--- config.mk ---
export PLATFORM = sky130hd
export DESIGN_NAME = pulse_period_meter
export DESIGN_NICKNAME = d
export VERILOG_FILES = /design/src/rtl/pulse_period_meter_pkg.sv /design/src/rtl/sync_2ff.sv /design/src/rtl/pulse_period_meter.sv
export SDC_FILE = /design/constraint.sdc
export NUM_CORES = 1
export LEC_CHECK = 0
export BUFFER_PORTS_ARGS = -buffer_cell sky130_fd_sc_hd__buf_2
export CAP_MARGIN = 20
export CORE_UTILIZATION = 40
export CTS_BUF_LIST = sky130_fd_sc_hd__clkbuf_4 sky130_fd_sc_hd__clkbuf_8
export DETAILED_ROUTE_END_ITERATION = 7
export PLACE_DENSITY = 0.71
export SYNTH_ARGS = -nofsm -noshare
export SYNTH_HDL_FRONTEND = slang
export SYNTH_HIERARCHICAL = 1
export SYNTH_SLANG_ARGS = --single-unit
--- constraint.sdc ---
create_clock -name clk -period 5.6 [get_ports clk]
set_input_delay 1.68 -clock clk [delete_from_list [all_inputs] [get_ports clk]]
set_output_delay 1.68 -clock clk [all_outputs]
set_load 0.01 [all_outputs]
--- src/rtl/pulse_period_meter_pkg.sv ---
// Shared types and constants for the pulse period meter.
package pulse_period_meter_pkg;

    typedef enum logic {IDLE, COUNT} ppm_state_t;

    localparam int PPM_SYNC_STAGES = 2;

endpackage

--- src/rtl/sync_2ff.sv ---
// Single-bit two-flop synchronizer for asynchronous inputs; synchronous active-high reset.
import pulse_period_meter_pkg::*;

module sync_2ff (
    input  logic clk,
    input  logic reset,
    input  logic d,
    output logic q
);

    logic [PPM_SYNC_STAGES-1:0] sync_chain;

    always_ff @(posedge clk) begin
        if (reset) begin
            sync_chain <= '0;
        end else begin
            sync_chain <= {sync_chain[PPM_SYNC_STAGES-2:0], d};
        end
    end

    assign q = sync_chain[PPM_SYNC_STAGES-1];

endmodule

--- src/rtl/pulse_period_meter.sv ---
// Measures clk cycles between consecutive rising edges of pulse_in, with timeout.
// Define PULSE_PERIOD_METER_SYNC_EN to pass pulse_in through a two-flop synchronizer.
import pulse_period_meter_pkg::*;

module pulse_period_meter #(
    parameter int WIDTH     = 17,
    parameter int MAX_COUNT = 2**WIDTH - 1
) (
    input  logic             clk,
    input  logic             reset,
    input  logic             enable,
    input  logic             pulse_in,
    output logic [WIDTH-1:0] period,
    output logic             valid,
    output logic             timeout,
    output logic             busy
);

    localparam logic [WIDTH-1:0] MAX_CNT = WIDTH'(MAX_COUNT);
    localparam logic [WIDTH-1:0] ONE     = WIDTH'(1);

    if (MAX_COUNT < 2 || MAX_COUNT > 2**WIDTH - 1) begin : g_bad_max_count
        $error("pulse_period_meter: MAX_COUNT out of range 2 .. 2**WIDTH-1");
    end

    logic p;
    logic p_q;
    logic rise;

`ifdef PULSE_PERIOD_METER_SYNC_EN
    sync_2ff u_sync (
        .clk   (clk),
        .reset (reset),
        .d     (pulse_in),
        .q     (p)
    );
`else
    assign p = pulse_in;
`endif

    // Edge history runs regardless of enable so a level held through a disable is not a new rise
    always_ff @(posedge clk) begin
        if (reset) begin
            p_q <= 1'b0;
        end else begin
            p_q <= p;
        end
    end

    assign rise = p & ~p_q;

    ppm_state_t       state, state_nxt;
    logic [WIDTH-1:0] count, count_nxt;
    logic [WIDTH-1:0] period_nxt;
    logic             valid_nxt;
    logic             timeout_nxt;
    logic             busy_nxt;

    always_ff @(posedge clk) begin
        if (reset) begin
            state   <= IDLE;
            count   <= '0;
            period  <= '0;
            valid   <= 1'b0;
            timeout <= 1'b0;
            busy    <= 1'b0;
        end else begin
            state   <= state_nxt;
            count   <= count_nxt;
            period  <= period_nxt;
            valid   <= valid_nxt;
            timeout <= timeout_nxt;
            busy    <= busy_nxt;
        end
    end

    always_comb begin
        state_nxt   = state;
        count_nxt   = count;
        period_nxt  = period;
        valid_nxt   = 1'b0;
        timeout_nxt = 1'b0;

        if (!enable) begin
            state_nxt = IDLE;
            count_nxt = '0;
        end else begin
            case (state)
                IDLE: begin
                    if (rise) begin
                        state_nxt = COUNT;
                        count_nxt = ONE;
                    end else begin
                        count_nxt = '0;
                    end
                end
                COUNT: begin
                    // A rise coinciding with the bound is still a valid measurement
                    if (rise) begin
                        period_nxt = count;
                        valid_nxt  = 1'b1;
                        count_nxt  = ONE;
                    end else if (count == MAX_CNT) begin
                        timeout_nxt = 1'b1;
                        state_nxt   = IDLE;
                        count_nxt   = '0;
                    end else begin
                        count_nxt = count + ONE;
                    end
                end
                default: begin
                    state_nxt = IDLE;
                    count_nxt = '0;
                end
            endcase
        end

        busy_nxt = (state_nxt == COUNT);
    end

endmodule

==> results.md <==
* Status: finished with violations
* Failing checks: design-rule violations
* Sequential-to-total area share from yosys stat at 49.6%
* Num CTS Buffers at 5
* DR vias at 1287
* Setup TNS at 0 ns
* Max Cap Violations at 0
* Die footprint at 4080 um2
* PnR worst setup slack at 2.71 ns
* Initial core utilization at 41.9%
* Commonest non-fill, non-tap cell in the layout: nand2_1
* Commonest non-fill, non-tap cells in the layout: nand2_1, dfxtp_1, a21oi_1, buf_2, nand4_1
* Clk sinks at 38
* Die W at 63.9 um
* Vias per inst at 5.21
* Iter 0 DRT Violations at 39
* Slew headroom at 47.6%
* Syn avg cell area at 8.61 um2
* GRT overflow at 0
* Root Buffer: clkbuf_8
* DP Worst Slack at 2.39 ns
* H-tree Lvls at 2
* Port Buffer Count at 23
* DRC viols at 1
* RSZ-0062 raised after global routing: false
* Synth warnings at 6
* CP Cell Sequence: buf_2 -> nor2b_1 -> nand3_1 -> a21oi_1
* Area growth syn-to-layout at 14.5%
* CTS tree: built
* Mapped Nets at 184
* Clock transition at the registers of the reported paths at 0.07 ns
* Slowest stage delay, CP at 0.47 ns
* Hold_buf cts at 0
* CP Capture Type: flip-flop
* Initial antenna violation count at 0
* Post-CTS setup buffers at 0
* Total core area at 3660 um2
* Synth unique cells at 29
* Final nets at 204
* Antenna Cells at 0
* Area of the multi-input gates at 709 um2
* CP required at 5.81 ns
* Final Hold Viols at 0
* Storage cell area at 761 um2
* Placer congestion estimate at 0.785
* Critical-path maximum fanout at 20
* Tcrit/Tclk final at 51.6%
* Row count at 22
* R2r setup slk at 3.07 ns
* Routed Antenna Nets at 0
* Crit-path slowest cell: nor2b_1
* Slew Viols, Final at 0
* Crit Path Class: in2reg
* Die height at 63.9 um
* Minimum clock period at 2.89 ns
* Num ports at 24
* CP Launch Type: input port
* Pwr/cell area at 273 nW/um2
* Largest net degree at the start of global routing at 21
* Cts repair resizes at 0
* Post-Syn Instances at 178
* Clock skew at 0.00524 ns
* Worst Max-Slew Pin Slew at 0.782 ns
* Pleak at 0.612 nW
* Final HPWL DP at 1970 um
* Post-Syn Area at 1530 um2
* Register bit total from synthesis at 38
* Maximum vdd drop at 0.119 mV
* Final setup viols at 0
* Tot Pwr at 0.479 mW
* Worst Path Arrival at 3.10 ns
* Final wirelength at 2930 um
* Gr usage total at 16.0%
* Layout fillers at 363
* Fmax at 346 MHz
* Vias in the first global route at 1071
* Drt wl/cell at 11.8 um
* Number of iterations in the first detailed-routing pass at 6
* Hold/Removal Path Class: reg2reg
* CTS Buffer Depth at 2
* Clock latency on the worst-skew pair at 0.29 ns
* Global-route wire length before repair at 4910 um
* Proportion of layout cells with a drive suffix above 1 at 17.6%
[metrics by stage]
| step | std cells | utilization (%) | cell area, um2 | hold WS, ns |
|---|---|---|---|---|
| 3_5_place_dp | 239 | 45.4 | 1660 | 0.444 |
| 3_3_place_gp | 239 | 45.4 | 1660 | 0.441 |
| 6_report | 247 | 47.9 | 1760 | 0.450 |
| 2_1_floorplan | 178 | - | 1530 | 0.436 |
| 5_1_grt | 247 | 47.9 | 1760 | 0.472 |
| 4_1_cts | 247 | 47.9 | 1760 | 0.454 |
[kinds of logic (layout without fill, tap and decap cells)]
family | after synthesis | count (layout) | share of synthesized area [%]
buffers and inverters | 14 | 35 | 4.08
and+or+nand+nor | 83 | 83 | 28.6
adders and majority gates | 2 | 2 | 1.63
AOI/OAI and AO/OA | 35 | 35 | 12.4
DFF | 38 | 38 | 49.6
xor gates and xnor gates | 3 | 3 | 1.71
muxes | 3 | 3 | 1.96
[worst max-delay path, delay by kind of cell]
kind            cells  cell delay (ns)
buf+inv             1             0.21
simple gates        2             0.94
compound gates      1             0.25
[synth_stat cells, drive strengths merged]
master / instances / area (um2)
a21boi: 2 / 15.0
a21oi: 25 / 125
and4: 1 / 8.76
and4b: 1 / 10.0
buf: 4 / 25.0
clkbuf: 6 / 22.5
dfxtp: 38 / 761
ha: 2 / 25.0
inv: 4 / 15.0
mux2i: 3 / 30.0
nand2: 39 / 146
nand2b: 2 / 12.5
nand3: 6 / 30.0
nand4: 8 / 65.1
nand4b: 4 / 35.0
nor2: 6 / 22.5
nor2b: 3 / 18.8
nor3: 1 / 5.00
nor4: 3 / 18.8
o21ai: 4 / 20.0
o31ai: 4 / 30.0
or3: 5 / 35.0
or4: 4 / 30.0
xnor2: 1 / 8.76
xor2: 2 / 17.5
[registers in the layout (all words and copies together), names as in the netlist]
register,cells
p_q,1
count,17
state,1
period,17
valid,1
timeout,1
[layer usage]
layer | GRT usage [%] | share of wire [%] | up-vias
met5 | 0 | 0 | -
met4 | 8.52 | 2.5 | 0
met3 | 5.89 | 4.1 | 6
met2 | 24.9 | 45 | 26
met1 | 19.0 | 49 | 588
li1 | - | - | 667
[power breakdown]
group | switching, mW | internal, mW | total (mW) | leakage (nW)
Combinational | 0.00759 | 0.00289 | 0.0105 | 0.254
Sequential | 0.00104 | 0.271 | 0.272 | 0.306
Clock | 0.0923 | 0.104 | 0.196 | 0.0517
Total | 0.101 | 0.378 | 0.479 | 0.612
[cell type report]
cell class / instances / area share [%]
clock buffer: 7 / 5.13
tap: 48 / 3.42
clock inverter: 1 / 0.285
sequential: 38 / 43.3
inverter: 4 / 0.855
multi-input combinational: 126 / 40.4
timing repair buffer: 23 / 6.56
[worst paths after layout]
kind,to,cells after the start,startpoint
setup reg to reg,count[7]$_SDFF_PP0_,8,count[0]$_SDFF_PP0_
hold / removal,period[13]$_SDFFE_PP0P_,2,period[13]$_SDFFE_PP0P_
hold reg to reg,period[13]$_SDFFE_PP0P_,2,period[13]$_SDFFE_PP0P_
setup / recovery,count[7]$_SDFF_PP0_,4,reset
Power figures use the tool's default switching activity.
